--- config.mk ---
export PLATFORM = sky130hd
export DESIGN_NAME = sm_serial_rx
export DESIGN_NICKNAME = d
export VERILOG_FILES = /design/src/rtl/sm_serial_pkg.sv /design/src/rtl/sm_sync2.sv /design/src/rtl/sm_serial_rx.sv
export SDC_FILE = /design/constraint.sdc
export NUM_CORES = 1
export LEC_CHECK = 0
export CELL_PAD_IN_SITES_DETAIL_PLACEMENT = 1
export CELL_PAD_IN_SITES_GLOBAL_PLACEMENT = 2
export CORE_UTILIZATION = 37
export CTS_CLUSTER_DIAMETER = 100
export CTS_CLUSTER_SIZE = 30
export DETAILED_ROUTE_END_ITERATION = 8
export PLACE_DENSITY = 0.84
export SLEW_MARGIN = 30
export SYNTH_ARGS = -nofsm -noshare
export SYNTH_HDL_FRONTEND = slang
export SYNTH_SLANG_ARGS = --single-unit
--- constraint.sdc ---
create_clock -name C -period 2.3 [get_ports C]
set_input_delay 0.23 -clock C [delete_from_list [all_inputs] [get_ports C]]
set_output_delay 0.23 -clock C [all_outputs]
set_load 0.03 [all_outputs]
--- src/rtl/sm_serial_pkg.sv ---
// Shared definitions for the serial link (receiver and transmitter).
//   sm_rx_state_t   : receiver FSM states
//   sm_frame_bits() : bit periods per frame (start + data + parity + stop)
//   SM_*_DEF        : default link parameters, kept identical on both ends
package sm_serial_pkg;

    localparam int SM_WIDTH_DEF     = 8;
    localparam int SM_BIT_TICKS_DEF = 4;
    localparam int SM_PARITY_DEF    = 1;

    typedef enum logic [2:0] {
        ST_IDLE,
        ST_START,
        ST_DATA,
        ST_PAR,
        ST_STOP,
        ST_WAIT_IDLE
    } sm_rx_state_t;

    function automatic int sm_frame_bits(input int width, input int parity);
        return 1 + width + parity + 1;
    endfunction

endpackage

--- src/rtl/sm_sync2.sv ---
// Two-flop synchronizer for an idle-high asynchronous line.
//   gclk   : clock
//   grst_n : synchronous active-low reset, both flops reset to 1 (idle line)
//   d      : asynchronous input
//   q      : synchronized output, 2 cycles behind d
module sm_sync2 (
    input  logic gclk,
    input  logic grst_n,
    input  logic d,
    output logic q
);

    logic meta;

    always_ff @(posedge gclk) begin
        if (!grst_n) begin
            meta <= 1'b1;
            q    <= 1'b1;
        end else begin
            meta <= d;
            q    <= meta;
        end
    end

endmodule

--- src/rtl/sm_serial_rx.sv ---
// Oversampling serial receiver with a one-deep valid/ready output buffer.
//   C          : clock
//   R_N        : synchronous active-low reset
//   RX         : serial line, idle high, asynchronous
//   DATA       : received frame data, stable while VALID
//   VALID      : buffer holds an unconsumed frame
//   READY      : consumer accepts (transfer on VALID & READY)
//   PARITY_ERR : even parity mismatch for the frame in DATA
//   FRAME_ERR  : stop bit sampled low for the frame in DATA
//   OVERRUN    : sticky, a frame arrived while the buffer was full
module sm_serial_rx
    import sm_serial_pkg::*;
#(
    parameter int WIDTH     = SM_WIDTH_DEF,
    parameter int BIT_TICKS = SM_BIT_TICKS_DEF,
    parameter int PARITY    = SM_PARITY_DEF
) (
    input  logic             C,
    input  logic             R_N,
    input  logic             RX,
    output logic [WIDTH-1:0] DATA,
    output logic             VALID,
    input  logic             READY,
    output logic             PARITY_ERR,
    output logic             FRAME_ERR,
    output logic             OVERRUN
);

    localparam int CNT_W = $clog2(BIT_TICKS);
    localparam int IDX_W = $clog2(WIDTH + 1);

    // Start bit is sampled mid-bit; every later sample is one full period on.
    localparam logic [CNT_W-1:0] CNT_HALF = CNT_W'(BIT_TICKS / 2 - 1);
    localparam logic [CNT_W-1:0] CNT_LAST = CNT_W'(BIT_TICKS - 1);
    localparam logic [IDX_W-1:0] IDX_LAST = IDX_W'(WIDTH - 1);

    logic rxs;

    sm_sync2 u_sync (
        .gclk   (C),
        .grst_n (R_N),
        .d      (RX),
        .q      (rxs)
    );

    sm_rx_state_t     state, state_d;
    logic [CNT_W-1:0] cnt, cnt_d;
    logic [IDX_W-1:0] idx, idx_d;
    logic [WIDTH-1:0] shreg, shreg_d;
    logic             par_acc, par_acc_d;
    logic             perr, perr_d;
    logic             commit;
    logic             ferr_new;

    always_ff @(posedge C) begin
        if (!R_N) state <= ST_IDLE;
        else      state <= state_d;
    end

    always_comb begin
        state_d   = state;
        cnt_d     = cnt + CNT_W'(1);
        idx_d     = idx;
        shreg_d   = shreg;
        par_acc_d = par_acc;
        perr_d    = perr;
        commit    = 1'b0;
        ferr_new  = 1'b0;
        case (state)
            ST_IDLE: begin
                cnt_d = '0;
                if (!rxs) begin
                    state_d   = ST_START;
                    idx_d     = '0;
                    par_acc_d = 1'b0;
                    perr_d    = 1'b0;
                end
            end
            ST_START: begin
                if (cnt == CNT_HALF) begin
                    cnt_d   = '0;
                    idx_d   = '0;
                    // A start bit gone high by mid-bit was a glitch.
                    state_d = rxs ? ST_IDLE : ST_DATA;
                end
            end
            ST_DATA: begin
                if (cnt == CNT_LAST) begin
                    cnt_d     = '0;
                    // LSB arrives first, so shift in from the top.
                    shreg_d   = (shreg >> 1) | (WIDTH'(rxs) << (WIDTH - 1));
                    par_acc_d = par_acc ^ rxs;
                    if (idx == IDX_LAST)
                        state_d = (PARITY != 0) ? ST_PAR : ST_STOP;
                    else
                        idx_d = idx + IDX_W'(1);
                end
            end
            ST_PAR: begin
                if (cnt == CNT_LAST) begin
                    cnt_d   = '0;
                    perr_d  = par_acc ^ rxs;
                    state_d = ST_STOP;
                end
            end
            ST_STOP: begin
                if (cnt == CNT_LAST) begin
                    cnt_d    = '0;
                    commit   = 1'b1;
                    ferr_new = ~rxs;
                    // Leaving at the stop sample gives half a bit of margin
                    // for a back-to-back start bit.
                    state_d  = rxs ? ST_IDLE : ST_WAIT_IDLE;
                end
            end
            ST_WAIT_IDLE: begin
                cnt_d = '0;
                if (rxs) state_d = ST_IDLE;
            end
            default: begin
                cnt_d   = '0;
                state_d = ST_IDLE;
            end
        endcase
    end

    always_ff @(posedge C) begin
        if (!R_N) begin
            cnt     <= '0;
            idx     <= '0;
            shreg   <= '0;
            par_acc <= 1'b0;
            perr    <= 1'b0;
        end else begin
            cnt     <= cnt_d;
            idx     <= idx_d;
            shreg   <= shreg_d;
            par_acc <= par_acc_d;
            perr    <= perr_d;
        end
    end

    // Output buffer: a commit lands if the slot is empty or is being drained
    // in the same cycle; otherwise the new frame is dropped.
    always_ff @(posedge C) begin
        if (!R_N) begin
            DATA       <= '0;
            VALID      <= 1'b0;
            PARITY_ERR <= 1'b0;
            FRAME_ERR  <= 1'b0;
            OVERRUN    <= 1'b0;
        end else if (commit) begin
            if (!VALID || READY) begin
                DATA       <= shreg;
                PARITY_ERR <= perr;
                FRAME_ERR  <= ferr_new;
                VALID      <= 1'b1;
            end else begin
                OVERRUN <= 1'b1;
            end
        end else if (VALID && READY) begin
            VALID <= 1'b0;
        end
    end

endmodule

==> run summary, run 1 <==
Status - finished, final reports clean
Startpoint type of the worst setup path - flop
Sequential cell area - 660.6 um^2
Min-Delay Path Depth - 1
Count of mapped cells out of synthesis - 170
Relative area change from synthesis to final layout - 19.35%
DIE HEIGHT - 66.36 um
Master cell of the clock root buffer - sky130_fd_sc_hd__clkbuf_8
LEAKAGE - 0.0007001 uW
Main area contributors after synthesis - sky130_fd_sc_hd__dfxtp_1, sky130_fd_sc_hd__mux2i_1, sky130_fd_sc_hd__nand2_1
Die outline width - 66.36 um
Flop2flop setup slack - 0.55 ns
Floorplan core area - 4000 um^2
Weighted congestion at the end of routability-driven global placement - 0.7497
Startpoint of the most critical hold path - u_sync.meta
Kind of capture point of the worst setup path - flop
Commonest non-fill, non-tap cell in the layout - sky130_fd_sc_hd__dfxtp_1
Congestion Overflow GR - 0
Overall die area - 4404 um^2
#FFs+latches synth - 33
Detail Placement HPWL - 2254 um
Asr flop ratio synth - 0
Fin nets - 191
Number of buffers created by CTS - 5
Final wirelength - 3188 um
Slew margin rel. - 0.4846
Leading cell types in the layout, fill and taps excluded - sky130_fd_sc_hd__dfxtp_1, sky130_fd_sc_hd__nand2_1, sky130_fd_sc_hd__clkdlybuf4s50_1
Share of the yosys chip area belonging to registers - 0.4310
Clock tree from TritonCTS - built
Post-synthesis average cell area - 9.016 um^2
Worst path bufs/invs - 0
Postcts setup bufs - 0
Total negative slack - 0 ns
Clock latency reported for the late side of the worst-skew pair - 0.28 ns
Via Count - 1201
Vias per std cell - 5.155
Maximum resistive drop on vdd - 0.0003585 V
Count of input and output buffers - 15
Max Buffers Root-to-Sink - 2
Final non-filler cell area - 1829 um^2
Count of final setup violators - 0
CP max stage delay - 0.57 ns
Crit. Startpoint - state[1]
Maximum number of pins on one net before global-route repair - 27
Average detailed-routed wire length per instance - 13.68 um
ANT cells - 0
Setup Skew - 0.008114 ns
Number of nets in the synthesized netlist - 179
Number of enable flip-flop cells after synthesis - 0
Clock Sink Count - 33
Endpoint of the worst hold-timing path - u_sync.q
Cell accounting for the most synthesized area - sky130_fd_sc_hd__dfxtp_1
Number of failing hold endpoints at the final stage - 0
P per Cell Area - 689.1 nW/um^2
# resized after CTS - 0
Share of layout cells above drive strength 1 - 0.07104
Post-Syn Area - 1533 um^2
Least-Margin Pin Slew - 0.7707 ns
Most common flop cell mapped by yosys - sky130_fd_sc_hd__dfxtp_1
Drt first pass iters - 4
Tmin final - 1.748 ns
Number of warnings printed during yosys synthesis - 0
Floorplan row count - 23
Cell Chain, Critical Path - nor3b_2, and2_1, nand2_1, a21boi_0
CTS hold repair buffers - 0
Worst EP required - 2.50 ns
Critical path type - flop to flop
Detailed-route DRC error count - 0
Distinct cell type count after synthesis - 39
FF-to-FF End - shreg[4]
Final critical-path share of the clock period - 0.7599
Detail Route Antenna Nets - 0
Setup repair after global routing missed its margin - no
Violation count after the first detailed-routing iteration - 45
I/O pin count - 16
Wire length of the first global-routing pass - 5437 um
Path class of the lowest-slack min-delay path - flop to flop
Maximum fanout along the worst path - 14
Vias in the first global route - 1218
Initial antenna violation count - 0
Path depth of the worst reg2reg path - 4
Starting density of the core - 0.3832
Fmax - 572.1 MHz
Reg2Reg Launch Point - state[1]
Multi-input combinational cell area - 792.0 um^2
GRT Overall Usage - 0.1632
Cell family contributing the most delay on the critical path - simple AND/OR/NAND/NOR gates
CP Data Arrival Time - 1.95 ns
Max-cap viol count - 0
Number of levels the H-tree was split into - 2
Placement-stage cell area - 1695 um^2
Max-slew violation count - 0
Max stage delay cell, worst path - sky130_fd_sc_hd__dfxtp_1
Count of fill cells added during filler insertion - 459
Portion of synthesized cell area occupied by the leading cell type - 0.4310
Clock transition at the registers of the reported paths - 0.07 ns
[synthesized netlist by cell type, types with 2 or more instances]
cell / count
sky130_fd_sc_hd__clkbuf_1: 6
sky130_fd_sc_hd__nor2_1: 3
sky130_fd_sc_hd__nand3_1: 3
sky130_fd_sc_hd__nand2b_1: 4
sky130_fd_sc_hd__and2_1: 2
sky130_fd_sc_hd__o22ai_1: 2
sky130_fd_sc_hd__nor3b_1: 4
sky130_fd_sc_hd__mux2i_1: 11
sky130_fd_sc_hd__nor3_1: 3
sky130_fd_sc_hd__and3_1: 2
sky130_fd_sc_hd__inv_1: 4
sky130_fd_sc_hd__buf_6: 2
sky130_fd_sc_hd__dfxtp_1: 33
sky130_fd_sc_hd__o211ai_1: 2
sky130_fd_sc_hd__a21oi_1: 4
sky130_fd_sc_hd__ha_1: 5
sky130_fd_sc_hd__a31oi_1: 3
sky130_fd_sc_hd__nand2_1: 27
sky130_fd_sc_hd__nor2b_1: 12
sky130_fd_sc_hd__a21boi_0: 10
sky130_fd_sc_hd__buf_2: 4
sky130_fd_sc_hd__o21ai_0: 7
[metal layers]
layer | GRT usage | wire (um) | up-vias
li1 | - | - | 602
met1 | 0.1870 | 1470 | 575
met2 | 0.2895 | 1592 | 17
met3 | 0.04310 | 94 | 7
met4 | 0.05585 | 30 | 0
met5 | 0 | 0 | -
[worst max-delay path by stage]
| stage | slack, ns | cells after the start | to |
|---|---|---|---|
| after floorplan | 0.88 | 6 | par_acc |
| after global placement | 0.60 | 3 | shreg[5] |
| after detailed placement | 0.49 | 3 | shreg[6] |
| after CTS | 0.57 | 4 | shreg[4] |
| after global routing | 0.39 | 4 | shreg[4] |
| final | 0.55 | 4 | shreg[4] |
[worst register-to-register path, delay by kind of cell, from the launching register on]
| kind | cells | cell delay [ns] |
|---|---|---|
| AOI/OAI and AO/OA | 1 | 0.17 |
| and+or+nand+nor | 3 | 0.93 |
| DFF | 1 | 0.57 |
[cell type report]
type / count / area share
clock inverter: 3 / 0.03557
sequential: 33 / 0.3612
tap: 50 / 0.03420
timing repair buffer: 17 / 0.09029
clock buffer: 5 / 0.03762
inverter: 4 / 0.008208
multi-input combinational: 121 / 0.4330
[power by group]
group | switching [uW] | total [uW] | internal [uW] | leakage, uW
Combinational | 15.6 | 34.4 | 18.8 | 0.000366
Sequential | 7.36 | 582 | 574 | 0.000266
Clock | 214 | 644 | 431 | 0.0000681
[state kept, by name, indices dropped and copies added (netlist names)]
register	cells
idx	4
par_acc	1
OVERRUN	1
state	3
u_sync.q	1
perr	1
FRAME_ERR	1
DATA	8
VALID	1
cnt	2
PARITY_ERR	1
u_sync.meta	1
shreg	8
[cells by family (layout without fill, tap and decap cells)]
group,after synthesis,after routing,synth area share
buffers and inverters,16,29,0.05224
XOR/XNOR,1,1,0.005715
flip-flops,33,33,0.4310
adder cells (fa/ha/maj),5,5,0.04082
AO/OA/AOI/OAI,35,35,0.1518
multiplexers,11,11,0.07184
AND/OR/NAND/NOR,69,69,0.2465
[stage by stage]
step / power, uW / instances / setup WS (ns) / utilization / hold slack (ns)
after global routing: 1302 / 233 / 0.3866 / 0.4573 / 0.4448
final: 1261 / 233 / 0.5521 / 0.4573 / 0.4188
after CTS: 1278 / 233 / 0.5673 / 0.4573 / 0.4247
after floorplan: 618.5 / 170 / 0.8831 / - / 0.3315
after global placement: 627.6 / 225 / 0.5977 / 0.4238 / 0.3923
after detailed placement: 629.0 / 225 / 0.4918 / 0.4238 / 0.4043
Note: power is estimated with default switching activity, not from simulation.
==> run 2, diff against run 1 <==
--- a/config.mk
+++ b/config.mk
@@ -7,11 +7,11 @@
 export LEC_CHECK = 0
 export CELL_PAD_IN_SITES_DETAIL_PLACEMENT = 1
 export CELL_PAD_IN_SITES_GLOBAL_PLACEMENT = 2
-export CORE_UTILIZATION = 37
+export CORE_UTILIZATION = 34
 export CTS_CLUSTER_DIAMETER = 100
 export CTS_CLUSTER_SIZE = 30
 export DETAILED_ROUTE_END_ITERATION = 8
-export PLACE_DENSITY = 0.84
+export PLACE_DENSITY = 0.78
 export SLEW_MARGIN = 30
 export SYNTH_ARGS = -nofsm -noshare
 export SYNTH_HDL_FRONTEND = slang
==> constraint.sdc (replaced) <==
create_clock -name C -period 1.65 [get_ports C]
set_input_delay 0.165 -clock C [delete_from_list [all_inputs] [get_ports C]]
set_output_delay 0.165 -clock C [all_outputs]
set_load 0.03 [all_outputs]
==> run summary, run 2 (same netlist as run 1, synthesis figures left out) <==
ANT cells - 0 (unchanged)
Detailed-route DRC error count - 0 (unchanged)
Number of buffers created by CTS - 5 (unchanged)
Master cell of the clock root buffer - sky130_fd_sc_hd__clkbuf_8
Final critical-path share of the clock period - 0.9206 (+0.1607)
Clock transition at the registers of the reported paths - 0.07 ns (about the same)
LEAKAGE - 0.0007154 uW (+2.2%)
Vias per std cell - 5.119 (-0.68%)
Clock latency reported for the late side of the worst-skew pair - 0.28 ns (about the same)
Via Count - 1244 (+3.6%)
Status - finished, final reports clean
Final non-filler cell area - 1852 um^2 (+1.2%)
Vias in the first global route - 1278 (+4.9%)
Portion of total power attributed to combinational logic - 0.041 (+0.014)
Die outline width - 69.14 um (+4.2%)
Worst EP required - 1.86 ns (-0.64 ns)
# resized after CTS - 0 (unchanged)
Cell family contributing the most delay on the critical path - flip-flops
Startpoint type of the worst setup path - flop
Setup Skew - 0.004161 ns (-0.003952 ns)
Violation count after the first detailed-routing iteration - 28 (-38%)
Number of failing hold endpoints at the final stage - 0 (unchanged)
Detail Route Antenna Nets - 0 (unchanged)
Min-Delay Path Depth - 1 (unchanged)
Clk network pwr share - 0.408 (-0.103)
Cell Chain, Critical Path - ha_2, nand4bb_1, nor2_1, a21o_1, mux2i_1
Relative area change from synthesis to final layout - 20.82%
Leading cell types in the layout, fill and taps excluded - sky130_fd_sc_hd__dfxtp_1, sky130_fd_sc_hd__nand2_1, sky130_fd_sc_hd__clkdlybuf4s50_1
Detail Placement HPWL - 2591 um (+15%)
Count of final setup violators - 0 (unchanged)
Initial antenna violation count - 0 (unchanged)
Clock tree from TritonCTS - built
Fin nets - 199 (+4.2%)
Final wirelength - 3562 um (+12%)
I/O pin count - 16 (unchanged)
Slew margin rel. - 0.6735 (+0.1889)
Congestion Overflow GR - 0 (unchanged)
Max stage delay cell, worst path - sky130_fd_sc_hd__dfxtp_1
Wire length of the first global-routing pass - 6099 um (+12%)
Max-slew violation count - 0 (unchanged)
DIE HEIGHT - 69.14 um (+4.2%)
Kind of capture point of the worst setup path - flop
Setup repair after global routing missed its margin - yes
Path depth of the worst reg2reg path - 5 (+1)
Number of gates on the worst path with buffers counted - 5 (+1)
Count of input and output buffers - 15 (unchanged)
Clock Sink Count - 33 (unchanged)
Critical path type - flop to flop
Max Buffers Root-to-Sink - 2 (unchanged)
Maximum resistive drop on vdd - 0.0005448 V (+52%)
Worst path bufs/invs - 0 (unchanged)
Average detailed-routed wire length per instance - 14.66 um (+7.1%)
CTS hold repair buffers - 0 (unchanged)
Starting density of the core - 0.3520 (-0.03116)
Overall die area - 4780 um^2 (+8.6%)
Sequential power share - 0.551 (+0.090)
Net switching power - 338.7 uW (+43%)
Number of levels the H-tree was split into - 2 (unchanged)
Biggest regs - DATA (8), shreg (8), idx (4)
Path class of the lowest-slack min-delay path - flop to flop
Internal Power - 1122 uW (+9.6%)
Floorplan row count - 24 (+4.3%)
P per Cell Area - 788.7 nW/um^2 (+14%)
CP max stage delay - 0.39 ns (-0.18 ns)
Maximum number of pins on one net before global-route repair - 20 (-26%)
Share of layout cells above drive strength 1 - 0.1152 (+0.04414)
Max-cap viol count - 0 (unchanged)
Fmax - 658.3 MHz (+15%)
Floorplan core area - 4354 um^2 (+8.9%)
Tmin final - 1.519 ns (-0.2289 ns)
Commonest non-fill, non-tap cell in the layout - sky130_fd_sc_hd__dfxtp_1
Count of fill cells added during filler insertion - 511 (+11%)
Postcts setup bufs - 0 (unchanged)
GRT Overall Usage - 0.1612 (-0.002075)
Least-Margin Pin Slew - 0.4882 ns (-0.2824 ns)
Switching fraction of total power - 0.2319 (+0.04404)
Placement-stage cell area - 1758 um^2 (+3.7%)
CP Data Arrival Time - 1.73 ns (-0.22 ns)
Total negative slack - 0 ns (unchanged)
Weighted congestion at the end of routability-driven global placement - 0.7344 (-2.0%)
Maximum fanout along the worst path - 8 (-6)
Drt first pass iters - 4 (unchanged)
-- run 2: cell types whose count changed in the layout (fill, tap and decap cells not counted), sizes merged --
| cell | change |
|---|---|
| clkinv | +1 |
| buf | +8 |
| bufinv | -2 |
| clkinvlp | +1 |
-- run 2: area by class of cell --
cell class / count / area (um^2) / share of cell area
Clock inverter: 3 / 17.52 / 0.009459
Timing Repair Buffer: 25 / 225.2 / 0.1216
Tap cell: 52 / 65.06 / 0.03514
Sequential cell: 33 / 660.6 / 0.3568
Multi-Input combinational cell: 121 / 799.5 / 0.4318
Clock buffer: 5 / 68.82 / 0.03716
Inverter: 4 / 15.01 / 0.008108
-- run 2: worst paths after layout --
kind	from	end	slack [ns]
worst min register to register	u_sync.meta	u_sync.q	0.43
worst min-delay path	u_sync.meta	u_sync.q	0.43
worst max-delay path	cnt[1]	idx[1]	0.13
worst max register to register	cnt[1]	idx[1]	0.13
-- run 2: power groups by stage --
stage               Combinational [uW]  Sequential, uW  Clock, uW
floorplan                         41.5             821          0
global placement                  59.0             823          0
detailed placement                60.0             823          0
CTS                               60.1             805        618
global route                      65.4             805        651
finish                            59.6             805        596
-- run 2: per-stage QoR --
stage / worst slack (ns) / utilization / total power, uW / hold WS [ns] / cells
2_1_floorplan: 0.2331 / - / 862.1 / 0.2665 / 170
3_3_place_gp: 0.1215 / 0.4037 / 881.5 / 0.4042 / 235
3_5_place_dp: 0.05074 / 0.4037 / 883.0 / 0.4247 / 235
4_1_cts: 0.008533 / 0.4236 / 1483 / 0.4368 / 243
5_1_grt: -0.02435 / 0.4253 / 1521 / 0.4598 / 243
6_report: 0.1310 / 0.4253 / 1460 / 0.4343 / 243
-- run 2: worst register-to-register path, delay by kind of cell, from the launching register on --
family          cells  cell delay, ns
compound gates      1            0.20
simple gates        2            0.34
fa+ha+maj           1            0.30
mux                 1            0.22
flops               1            0.39
-- run 2: per-layer routing --
layer / vias to the layer above / routed length, um / global-route usage
met3: 2 / 129 / 0.05263
met2: 17 / 1778 / 0.2686
met1: 602 / 1637 / 0.1996
met5: - / 0 / 0
li1: 623 / - / -
met4: 0 / 17 / 0.04082
